File: config.mk
export PLATFORM = sky130hd
export DESIGN_NAME = rom_streamer
export DESIGN_NICKNAME = d
export VERILOG_FILES = /design/src/rtl/rom_streamer_pkg.sv /design/src/rtl/rom_streamer_fifo.sv /design/src/rtl/rom_streamer.sv
export SDC_FILE = /design/constraint.sdc
export NUM_CORES = 1
export LEC_CHECK = 0
export ABC_AREA = 1
export CORE_MARGIN = 2
export CORE_UTILIZATION = 40
export DETAILED_ROUTE_END_ITERATION = 8
export PLACE_DENSITY = 0.72
export SYNTH_ARGS = -nofsm -noshare
export SYNTH_HDL_FRONTEND = slang
export SYNTH_HIERARCHICAL = 1
export SYNTH_SLANG_ARGS = --single-unit
File: constraint.sdc
create_clock -name clk -period 3.8 [get_ports clk]
set_input_delay 0.38 -clock clk [delete_from_list [all_inputs] [get_ports clk]]
set_output_delay 0.38 -clock clk [all_outputs]
set_load 0.05 [all_outputs]
File: src/rtl/rom_streamer_pkg.sv
// Shared types for the ROM streamer: FSM states, in-flight tag and FIFO sizing.
package rom_streamer_pkg;

  typedef enum logic [1:0] {
    IDLE,
    ISSUE,
    DRAIN
  } state_t;

  typedef struct packed {
    logic valid;
    logic last;
  } tag_t;

  // One slot per ROM pipeline stage plus the head slot being popped.
  function automatic int fifo_depth(input int rom_latency);
    return rom_latency + 1;
  endfunction

endpackage

File: src/rtl/rom_streamer_fifo.sv
// Small synchronous FIFO with a registered head word, a body array and a flush.
module rom_streamer_fifo #(
  parameter int DEPTH = 3,
  parameter int WIDTH = 33,
  parameter int CNTW  = 2
) (
  input  logic             clk,
  input  logic             rst,
  input  logic             flush,
  input  logic             push,
  input  logic [WIDTH-1:0] din,
  input  logic             pop,
  output logic [WIDTH-1:0] dout,
  output logic             dout_valid,
  output logic [CNTW-1:0]  count
);

  localparam int BODY = DEPTH - 1;
  localparam int PW   = (BODY > 1) ? $clog2(BODY) : 1;

  logic [WIDTH-1:0] mem [BODY];
  logic [WIDTH-1:0] head_data_reg;
  logic             head_valid_reg;
  logic [PW-1:0]    rd_ptr_reg;
  logic [PW-1:0]    wr_ptr_reg;
  logic [CNTW-1:0]  body_count_reg;

  logic head_free;
  logic body_empty;
  logic load_from_body;
  logic bypass;
  logic body_write;

  function automatic logic [PW-1:0] ptr_next(input logic [PW-1:0] p);
    return (p == PW'(BODY - 1)) ? '0 : p + PW'(1);
  endfunction

  // The head refills from the body first, so order is preserved; an empty body lets a push go straight to the head.
  assign head_free      = !head_valid_reg || pop;
  assign body_empty     = (body_count_reg == '0);
  assign load_from_body = head_free && !body_empty;
  assign bypass         = head_free && body_empty && push;
  assign body_write     = push && !bypass;

  always_ff @(posedge clk or posedge rst) begin
    if (rst) begin
      head_data_reg  <= '0;
      head_valid_reg <= 1'b0;
      rd_ptr_reg     <= '0;
      wr_ptr_reg     <= '0;
      body_count_reg <= '0;
    end else if (flush) begin
      head_data_reg  <= '0;
      head_valid_reg <= 1'b0;
      rd_ptr_reg     <= '0;
      wr_ptr_reg     <= '0;
      body_count_reg <= '0;
    end else begin
      if (load_from_body) begin
        head_data_reg  <= mem[rd_ptr_reg];
        head_valid_reg <= 1'b1;
        rd_ptr_reg     <= ptr_next(rd_ptr_reg);
      end else if (bypass) begin
        head_data_reg  <= din;
        head_valid_reg <= 1'b1;
      end else if (head_free) begin
        head_valid_reg <= 1'b0;
      end
      if (body_write) begin
        wr_ptr_reg <= ptr_next(wr_ptr_reg);
      end
      if (body_write && !load_from_body) begin
        body_count_reg <= body_count_reg + CNTW'(1);
      end else if (!body_write && load_from_body) begin
        body_count_reg <= body_count_reg - CNTW'(1);
      end
    end
  end

  always_ff @(posedge clk) begin
    if (body_write && !flush) begin
      mem[wr_ptr_reg] <= din;
    end
  end

  assign dout       = head_data_reg;
  assign dout_valid = head_valid_reg;
  assign count      = body_count_reg + CNTW'(head_valid_reg);

endmodule

File: src/rtl/rom_streamer.sv
// Streams COUNT consecutive ROM words as a valid/ready stream with LAST on the final word.
// Optional macro ROM_STREAMER_ABORT_EN adds an abort input that cancels a run in progress.
module rom_streamer
  import rom_streamer_pkg::*;
#(
  parameter int WIDTH       = 32,
  parameter int SIZE        = 1024,
  parameter int ROM_LATENCY = 2,
  parameter int CW          = 16,
  parameter int AW          = $clog2(SIZE)
) (
  input  logic             clk,
  input  logic             rst,
  input  logic             start,
  input  logic [AW-1:0]    first_addr,
  input  logic [CW-1:0]    count,
  output logic [AW-1:0]    rom_addr,
  input  logic [WIDTH-1:0] rom_do,
  output logic [WIDTH-1:0] data,
  output logic             valid,
  input  logic             ready,
  output logic             last,
  output logic             busy,
  output logic             done
`ifdef ROM_STREAMER_ABORT_EN
  ,
  input  logic             abort
`endif
);

  localparam int DEPTH = fifo_depth(ROM_LATENCY);
  localparam int CNTW  = $clog2(DEPTH + 1);
  localparam int OCCW  = 4;

  state_t          state_reg;
  logic [AW-1:0]   addr_reg;
  logic [AW-1:0]   last_addr_reg;
  logic [CW-1:0]   remaining_reg;
  tag_t            pipe_reg [ROM_LATENCY];
  logic            busy_reg;
  logic            done_reg;

  logic [CNTW-1:0] fifo_count;
  logic [WIDTH:0]  fifo_dout;
  logic            fifo_valid;
  logic [OCCW-1:0] inflight;
  logic [OCCW-1:0] occupancy;
  logic            credit_ok;
  logic            issue;
  logic            xfer;
  logic            capture;
  logic            abort_hit;

`ifdef ROM_STREAMER_ABORT_EN
  assign abort_hit = abort && (state_reg != IDLE);
`else
  assign abort_hit = 1'b0;
`endif

  always_comb begin
    inflight = '0;
    for (int i = 0; i < ROM_LATENCY; i++) begin
      inflight = inflight + OCCW'(pipe_reg[i].valid);
    end
  end

  // A word popped this cycle frees its slot now, which is what lets DEPTH entries sustain full rate.
  assign xfer      = fifo_valid && ready;
  assign occupancy = OCCW'(fifo_count) + inflight;
  assign credit_ok = occupancy < (OCCW'(DEPTH) + OCCW'(xfer));
  assign issue     = (state_reg == ISSUE) && credit_ok && !abort_hit;
  assign rom_addr  = issue ? addr_reg : last_addr_reg;
  assign capture   = pipe_reg[ROM_LATENCY-1].valid;

  // Tag pipe tracks which ROM output cycles carry requested words.
  always_ff @(posedge clk or posedge rst) begin
    if (rst) begin
      for (int i = 0; i < ROM_LATENCY; i++) begin
        pipe_reg[i] <= '0;
      end
    end else if (abort_hit) begin
      for (int i = 0; i < ROM_LATENCY; i++) begin
        pipe_reg[i] <= '0;
      end
    end else begin
      pipe_reg[0] <= issue ? tag_t'{valid: 1'b1, last: (remaining_reg == CW'(1))} : tag_t'('0);
      for (int i = 1; i < ROM_LATENCY; i++) begin
        pipe_reg[i] <= pipe_reg[i-1];
      end
    end
  end

  always_ff @(posedge clk or posedge rst) begin
    if (rst) begin
      state_reg     <= IDLE;
      addr_reg      <= '0;
      last_addr_reg <= '0;
      remaining_reg <= '0;
      busy_reg      <= 1'b0;
      done_reg      <= 1'b0;
    end else begin
      done_reg <= 1'b0;
      if (issue) begin
        last_addr_reg <= addr_reg;
        addr_reg      <= (addr_reg == AW'(SIZE - 1)) ? '0 : addr_reg + AW'(1);
        remaining_reg <= remaining_reg - CW'(1);
      end
      case (state_reg)
        IDLE: begin
          if (start) begin
            if (count != '0) begin
              addr_reg      <= first_addr;
              remaining_reg <= count;
              state_reg     <= ISSUE;
              busy_reg      <= 1'b1;
            end else begin
              done_reg <= 1'b1;
            end
          end
        end
        ISSUE: begin
          if (issue && remaining_reg == CW'(1)) begin
            state_reg <= DRAIN;
          end
        end
        DRAIN: begin
          if (xfer && fifo_dout[0] && inflight == '0) begin
            state_reg <= IDLE;
            busy_reg  <= 1'b0;
            done_reg  <= 1'b1;
          end
        end
        default: state_reg <= IDLE;
      endcase
      if (abort_hit) begin
        state_reg <= IDLE;
        busy_reg  <= 1'b0;
        done_reg  <= 1'b1;
      end
    end
  end

  rom_streamer_fifo #(
    .DEPTH (DEPTH),
    .WIDTH (WIDTH + 1),
    .CNTW  (CNTW)
  ) u_fifo (
    .clk        (clk),
    .rst        (rst),
    .flush      (abort_hit),
    .push       (capture),
    .din        ({rom_do, pipe_reg[ROM_LATENCY-1].last}),
    .pop        (xfer),
    .dout       (fifo_dout),
    .dout_valid (fifo_valid),
    .count      (fifo_count)
  );

  assign data  = fifo_dout[WIDTH:1];
  assign last  = fifo_dout[0];
  assign valid = fifo_valid;
  assign busy  = busy_reg;
  assign done  = done_reg;

endmodule
[Yosys cells after proc, flatten, opt, wreduce, memory -nomap -nowiden]
Memories as Yosys holds them, arrays and structs flattened.
Cells that the tools add are included.
Storage, ports and cells
  memory bits (read-only): 0
  memories kept: 1
  output and inout port bits: 46
  input bits: 62
  memory bits (writable): 66
  flip-flop bits (word level): 82
  latch bits: 0
Memory list
  u_fifo.mem: depth 2, width 33, read ports 1, clocked after Yosys merged registers in 0, write ports 1, line rom_streamer_fifo.sv:21  | logic [WIDTH-1:0] mem [BODY];
Operators by class
  reduce and logical (&&, ||, !) cells: 27
  shifts and indexed selects: 0
  divide/modulo/power cells: 0
  muxes and demuxes: 35
  bitwise logic cells: 0
  equal/unequal tests: 8
  add/sub/neg operators: 10
  $mul: 0
  $lt $le $gt $ge: 1
Operator list (number)
  33-bit two-way mux: 2
  16-bit two-way mux: 4
  10-bit two-way mux: 6
  16-bit by 1-bit == test with 1-bit output, second input constant: 1
  16-bit nonzero test: 1
  16-bit by 1-bit subtractor with 16-bit output, second input constant: 1
  2-bit two-way mux: 7
  1-bit two-way mux: 13
  1-bit logical AND: 11
  10-bit by 1-bit adder with 10-bit output, second input constant: 1
  10-bit == test, second input constant: 1
  4-bit AND reduction: 2
  2-bit != test, second input constant: 3
  2-bit one-hot mux with 3 select lines: 1
  2-bit nonzero test: 3
  1-bit logical NOT: 5
  2-bit logical NOT: 2
  4-bit logical NOT: 1
  1-bit one-hot mux with 2 select lines: 2
  2-bit by 1-bit adder with 3-bit output, first input constant: 1
  2-bit by 2-bit adder with 3-bit output: 1
  3-bit < comparator: 1
  3-bit nonzero test: 1
  1-bit adder, second input constant: 2
  other kinds (8): 8

[Depth between registers and ports, before layout]
Gate-level depths: netlist of run 1.
  depth in word-level cells: 10
  gate-level depth with buffers: 14
  mapped depth without buffers: 13

[Hierarchy]
Netlist of run 1, hierarchy kept.
By module, submodules not included
  rom_streamer_fifo: area an instance 4554.4 µm², times used 1, cells each 467
  rom_streamer: area an instance 2740.1 µm², times used 1, cells each 396

[Worst setup path before layout of run 1]
OpenSTA, ideal clock, no wires.
  path type: register to output
  from: register u_fifo.head_valid_reg (netlist: u_fifo/dout_valid)
  to: output port rom_addr[2]
  arrival time: 3.219 ns
  stages on the path, launching flop included: 11
  path slack: 0.201 ns
  data required time: 3.420 ns
  cells stage by stage: dfrtp_1 ha_1 ha_1 fa_1 ha_1 nand2_1 nand4_1 nor2_4 inv_2 buf_2 o21ai_1
Between the ends
  cells in the longest elaborated chain, start to end: 5
Ends and longest elaborated chain
  start, declared: line rom_streamer_fifo.sv:23  | logic head_valid_reg;
  start signal, assigned: line rom_streamer_fifo.sv:48  | head_valid_reg <= 1'b0;
  start signal, assigned: line rom_streamer_fifo.sv:54  | head_valid_reg <= 1'b0;
  start signal, assigned: line rom_streamer_fifo.sv:61  | head_valid_reg <= 1'b1;
  2-bit by 1-bit adder with 2-bit output: line rom_streamer_fifo.sv:88  | assign count = body_count_reg + CNTW'(head_valid_reg);
  named net fifo_count[0]: line rom_streamer.sv:43  | logic [CNTW-1:0] fifo_count;
  2-bit by 2-bit adder with 3-bit output: line rom_streamer.sv:69  | assign occupancy = OCCW'(fifo_count) + inflight;
  3-bit < comparator: line rom_streamer.sv:70  | assign credit_ok = occupancy < (OCCW'(DEPTH) + OCCW'(xfer));
  1-bit logical AND: line rom_streamer.sv:71  | assign issue = (state_reg == ISSUE) && credit_ok && !abort_hit;
  10-bit two-way mux: line rom_streamer.sv:72  | assign rom_addr = issue ? addr_reg : last_addr_reg;
  end, declared: line rom_streamer.sv:17  | output logic [AW-1:0] rom_addr,
The timed path passes the listed nets, and every way through them passes these cells.

[Worst setup path after layout of run 1]
  from: register pipe_reg, in the netlist capture
  to: output port rom_addr[6]
Between the ends
  cells in the longest elaborated chain, start to end: 5
Ends and longest elaborated chain
  start, declared: line rom_streamer.sv:39  | tag_t pipe_reg [ROM_LATENCY];
  start signal, assigned by index: line rom_streamer.sv:88  | pipe_reg[i] <= pipe_reg[i-1];
  1-bit by 1-bit adder with 2-bit output: line rom_streamer.sv:63  | inflight = inflight + OCCW'(pipe_reg[i].valid);
  2-bit by 2-bit adder with 3-bit output: line rom_streamer.sv:69
  3-bit < comparator: line rom_streamer.sv:70
  1-bit logical AND: line rom_streamer.sv:71
  10-bit two-way mux: line rom_streamer.sv:72
No other way between the ends.

==> impl_results.md, run 1 <==
- Post-Route Setup TNS: 0 ps
- # IOs: 108
- Final cell count without fillers: 1208
- Vias in the first global route: between 5k and 6k
- Gr ovfl total: 0
- Cells along the critical path: inv_1, ha_1, ha_1, fa_1, ha_1, nand2_1, a21oi_2, nor2_4, inv_4, nand2_1, o21ai_1, buf_12
- Rows: 49
- Commonest non-fill, non-tap cell in the layout: nand2_1
- Crit Path Class: register to output pin
- Nets@finish: a little over 1k
- DIE HEIGHT: 139 um
- Post-Syn Area: 7290 um2
- Gr usage total: 0.174
- Layout Skew: approximately 11 ps
- Residual DRC count: 0
- # Max-Cap Violations: 0
- Crit end category: output pin
- Worst Hold Class: register to register
- R2r setup slk: 890 ps
- Syn. warnings: 6
- Vias: ~5.7k
- Pins Over Slew Limit: 0
- Placed Area: 8560 um2
- Met1 wire length: 7.22 mm
- Area of the die: between 15000 and 20000 um2
- Final setup fails: 0
- Seq/Total Area, Yosys: 0.553
- Leading area contributor after synthesis: dfrtp_1
- Antenna Violating Nets Remaining: 0
- Crit path top cell by count: ha_1
- Initial core utilization: 0.407
- Post-Syn Instances: ~860
- Yosys cell types: 37
- Slowest stage delay, CP: 470 ps
- Clock tree buffer depth: 2
- # diodes: 0
- Crit path buffers/inverters: 3
- Critical-path top delay cell: dfrtp_1
- Std-Cell Core Area: 17900 um2
- Final hold viol count: 0
- CTS tree: built
- Max-slew headroom: 0.352
- Number of placed instances, taps included: 1176
- Max reg flops: 66
- Ranking of synthesized cells by area: dfrtp_1 (28%), edfxtp_1 (27%), nand2_1 (22%), nand3_1 (3.6%), nand2_2 (2.8%)
- RSZ-0062 raised after global routing: no
- Buffers on Ports: 107
- Layout area overhead: 25.9%
- Worst slew pin tran: 971 ps
- Largest net degree at the start of global routing: 45
- Layout cell share with drive strength beyond 1: 0.109
- Initial antenna violation count: 0
- Via density per instance: roughly 4.7
- Clock Latency Late Sink: 430 ps
- Avg Inst Size Synth: 8.45 um2
- DRT Pass-1 Iters: 5
- Fmax: 279 MHz
- Total clock sinks: 148
- Yosys reg bits: approximately 150
- Post-route cell area: 9190 um2
- First-pass GRT wire length: around 27 mm
- CP arrival: between 3000 and 4000 ps
- Met3 Wirelength: 864 um
- Worst slack at placement: 440 ps
- HPWL Detailed: 10.4 mm
- GP Congestion: 0.878
- Final setup margin: 214 ps
- Top sig layer: met4
- Horiz. Die Dim: 139 um
- Fin crit period: 3590 ps
- CTS Root Cell: clkbuf_16
- Status: complete, no violations
- Yosys top cell area share: 0.281
- H-tree Lvls: 4
- Critical Path RT: 3420 ps
- Wire length per cell: approximately 13 um
- Total CTS buffers: 17
- Critical path peak fanout: 36
- Period utilisation layout: 0.944
- Critical Path Source Type: register
- Final WL: 16.0 mm
- Most frequent cells in the layout: nand2_1 (418), clkdlybuf4s50_1 (97), dfrtp_1 (82)
- Crit-path leading delay family: adder cells
- Clk pin slew, worst setup/hold paths: approximately 60 ps
- Initial DRC Count: roughly 280
- Met2 WL post-DR: between 7 and 8 mm
cells by family (layout without fill, tap and decap cells):
logic type | after synthesis | count (layout) | synth area share
flops | 148 | 148 | 0.553
compound gates | 33 | 33 | 0.0250
xor+xnor | 7 | 7 | 0.00840
fa+ha+maj | 10 | 10 | 0.0182
simple gates | 575 | 575 | 0.333
other cells | 1 | 3 | 0.000514
buf+inv | 89 | 203 | 0.0619
synth_stat cells (all sizes together):
cell    count
xor2        5
o21a        1
ha          9
o211ai      1
clkbuf      4
edfxtp     66
o21bai      1
o21ai      25
nor2       50
fa          1
inv        58
nand2     454
clkinv      1
buf        26
nor3        2
nand3      52
a21oi       4
xnor2       2
o31ai       1
nand4       5
or2         5
dfrtp      82
nand3b      7
conb        1
stage by stage:
step                      utilization  hold slack, ps
after CTS                       0.513             365
after detailed placement        0.478             353
after global routing            0.513             365
final                           0.513             357
after global placement          0.478             336
after floorplan                     -             331
worst paths after layout:
kind	startpoint	depth (start not counted)	end
setup / recovery	capture$_DFF_PP0_	12	rom_addr[6]
hold / removal	pipe_reg[2]$_DFF_PP0_	0	pipe_reg[0]$_DFF_PP0_
setup reg to reg	capture$_DFF_PP0_	14	addr_reg[9]$_DFF_PP0_
hold reg to reg	pipe_reg[2]$_DFF_PP0_	0	pipe_reg[0]$_DFF_PP0_
max in group asynchronous	rst	2	remaining_reg[10]$_DFF_PP0_
min in group asynchronous	rst	3	u_fifo/dout[1]$_DFFE_PP0P_
timing repair:
action                                  4_1_cts  5_1_grt
buffers inserted                              0        0
resized for setup                             1        1
hold buffers                                  0        0
endpoints found under the setup margin        8        1
metal layers:
layer,up-vias,GRT usage
li1,2920,-
met2,144,0.291
met5,-,0
met4,0,0.0558
met3,15,0.0432
met1,2618,0.224
cell type report:
| type | instances | area (um2) |
|---|---|---|
| clock buffers | 17 | 425 |
| flip-flops and latches | 148 | 4030 |
| fillers | 1654 | 8720 |
| multi-input cells | 628 | 2820 |
| inverters | 59 | 225 |
| well taps | 229 | 287 |
| repair buffers | 112 | 1200 |
| clock inverters | 15 | 194 |
Power of run 1 is left out: the tool's default activity adds up to more than one toggle a clock period on the data nets, which glitch-free logic cannot reach.
==> inputs of run 2 (changes only) <==
--- a/config.mk
+++ b/config.mk
@@ -6,9 +6,11 @@
 export NUM_CORES = 1
 export LEC_CHECK = 0
 export ABC_AREA = 1
-export CORE_MARGIN = 2
+export ABC_CLOCK_PERIOD_IN_PS = 3800
+export CORE_MARGIN = 1.5
 export CORE_UTILIZATION = 40
 export DETAILED_ROUTE_END_ITERATION = 8
+export GPL_TIMING_DRIVEN = 0
 export PLACE_DENSITY = 0.72
 export SYNTH_ARGS = -nofsm -noshare
 export SYNTH_HDL_FRONTEND = slang
==> run 2 against run 1 <==
  * Fmax shrank 2.4%
  * Critical path depth shrank 1
  * Worst setup slack lost 88 ps
  * Cell count grew 2.7%
  * Clock skew shrank 1.5 ps
  * Non-clock buffer count grew 33
  * Hold slack lost 150 ps
  * Clock-buffer cell count is the same
  * Final area grew 1.4%
  * Wire length grew 1.8%
  * First-iteration DRC count shrank 1.8%
  * Utilization grew 0.74 points
==> impl_results.md, run 2 (synthesis gave the netlist of run 1 again) <==
- Status: complete, no violations (unchanged)
- Rows: 49 (unchanged)
- Area of the die: 19100 um2 (was 19300 um2)
- Worst Hold Class: primary input to async pin (was register to register)
- Clock tree buffer depth: 2 (unchanged)
- Cells along the critical path: ha_1, ha_1, fa_1, ha_1, nand2_1, nand4_1, nor2_4, inv_2, buf_2, o21ai_1, buf_4 (was inv_1, ha_1, ha_1, fa_1, ha_1, nand2_1, a21oi_2, nor2_4, inv_4, nand2_1, o21ai_1, buf_12)
- Most frequent cells in the layout: nand2_1 (418), clkdlybuf4s50_1 (97), dfrtp_1 (81) (was nand2_1 (418), clkdlybuf4s50_1 (97), dfrtp_1 (82))
- Slowest stage delay, CP: 440 ps (was 470 ps)
- Critical path peak fanout: 10 (was 36)
- R2r setup slk: 930 ps (was 890 ps)
- Nets@finish: 1071 (was 1038)
- GP Congestion: 0.866 (was 0.878)
- Worst slew pin tran: 824 ps (was 971 ps)
- Crit path top cell by count: ha_1 (unchanged)
- Clk pin slew, worst setup/hold paths: 60 ps (about the same)
- Critical Path RT: 3420 ps (about the same)
- Final hold viol count: 0 (unchanged)
- Stages on worst setup path: 11 (was 12)
- CTS tree: built (unchanged)
- First-pass GRT wire length: 27.2 mm (was 27.0 mm)
- Pins Over Slew Limit: 0 (unchanged)
- Fin crit period: 3670 ps (was 3590 ps)
- Largest net degree at the start of global routing: 44 (was 45)
- Vias: 5855 (was 5697)
- DIE HEIGHT: 138 um (was 139 um)
- Wire length per cell: 13.1 um (was 13.2 um)
- Critical-path top delay cell: dfrtp_1 (unchanged)
- Crit-path leading delay family: adder cells (unchanged)
- Crit Path Class: register to output pin (unchanged)
- Residual DRC count: 0 (unchanged)
- Final WL: 16.3 mm (was 16.0 mm)
- Clock Latency Late Sink: 420 ps (was 430 ps)
- Layout area overhead: 27.8% (was 25.9%)
- Initial DRC Count: 270 (was 275)
- Final core utilization: 0.521 (was 0.513)
- Initial antenna violation count: 0 (unchanged)
- Commonest non-fill, non-tap cell in the layout: nand2_1 (unchanged)
- Buffers on Ports: 107 (unchanged)
- Fillcell total: 1675 (was 1654)
- Antenna Violating Nets Remaining: 0 (unchanged)
- Number of hold buffers added after cts: 0 (unchanged)
- Layout cell share with drive strength beyond 1: 0.135 (was 0.109)
- Horiz. Die Dim: 138 um (was 139 um)
- CTS Root Cell: clkbuf_16 (unchanged)
- CP arrival: 3290 ps (was 3210 ps)
- Crit path buffers/inverters: 3 (unchanged)
- # Max-Cap Violations: 0 (unchanged)
- Vias in the first global route: 5629 (was 5408)
- DRT Pass-1 Iters: 5 (unchanged)
- Placed Area: 8740 um2 (was 8560 um2)
- Critical Path Source Type: register (unchanged)
- Total clock sinks: 148 (unchanged)
- HPWL Detailed: 11.6 mm (was 10.4 mm)
- Post-route cell area: 9320 um2 (was 9190 um2)
- Final setup fails: 0 (unchanged)
- Via density per instance: 4.72 (about the same)
- Max-slew headroom: 0.450 (was 0.352)
- # diodes: 0 (unchanged)
- Total CTS buffers: 17 (unchanged)
- Std-Cell Core Area: 17900 um2 (unchanged)
- # IOs: 108 (unchanged)
- Crit end category: output pin (unchanged)
- Layout Skew: 9.18 ps (was 10.7 ps)
- H-tree Lvls: 4 (unchanged)
- Gr usage total: 0.178 (was 0.174)
- Reg2reg path depth: 15 (was 14)
- Max reg flops: 66 (unchanged)
- Initial core utilization: 0.407 (unchanged)
- Gr ovfl total: 0 (unchanged)
- Fmax: 272 MHz (was 279 MHz)
- Period utilisation layout: 0.967 (was 0.944)
-- run 2: changes by cell type in the layout (fill, tap and decap cells not counted), moves of 2 or more --
cell       previous run  this run
buf_4                 5        15
clkinv_4              0         3
buf_2                 0        18
buf_6                 1         5
buf_12                9         5
nor2_2                5         3
inv_2                 7         9
clkbuf_1              0         4
nor2_4                3         5
bufinv_16             3         1
-- run 2: final timing paths --
| path | endpoint | from |
|---|---|---|
| max | rom_addr[6] | u_fifo/body_count_reg[0]$_DFFE_PP0P_ |
| min | last_addr_reg[0]$_DFF_PP0_ | rst |
| max reg2reg | addr_reg[9]$_DFF_PP0_ | u_fifo/body_count_reg[0]$_DFFE_PP0P_ |
| min reg2reg | pipe_reg[0]$_DFF_PP0_ | pipe_reg[2]$_DFF_PP0_ |
| max in group asynchronous | u_fifo/dout[20]$_DFFE_PP0P_ | rst |
| min in group clk | pipe_reg[0]$_DFF_PP0_ | pipe_reg[2]$_DFF_PP0_ |
-- run 2: through the flow --
stage	hold WS [ps]	TNS (ps)	worst slack, ps	instances
6_report	203	0	126	1241
4_1_cts	197	0	58.2	1236
2_1_floorplan	331	0	201	865
3_5_place_dp	350	-733	-126	1204
3_3_place_gp	333	-26320	-402	1201
5_1_grt	215	-1.11	-1.11	1241
-- run 2: cell type report --
cell class	instances	area (um2)	area share
buffer	30	229	0.0246
inverter	59	223	0.0239
clock inverter	15	145	0.0156
clock buffer	17	425	0.0456
sequential	148	4040	0.433
multi-input combinational	628	2830	0.304
tap	229	287	0.0307
timing repair buffer	115	1140	0.123
-- run 2: timing repair --
item                                   in CTS  in global routing
endpoints found under the hold margin       0                  0
buffers inserted                            0                  5
gates cloned                                0                  0
setup endpoints to repair                  10                 10
resized for setup                          57                  2
pin swaps                                   0                  1
-- run 2: per-layer routing --
| metal | wire length, um | part of all wire | vias up | track usage |
|---|---|---|---|---|
| met2 | 8040 | 0.49 | 165 | 0.308 |
| met4 | 239 | 0.015 | 0 | 0.0593 |
| met3 | 776 | 0.048 | 21 | 0.0367 |
| met1 | 7210 | 0.44 | 2682 | 0.222 |
| li1 | - | - | 2987 | - |
| met5 | 0 | 0 | - | 0 |
Power of run 2 is left out for the same reason.
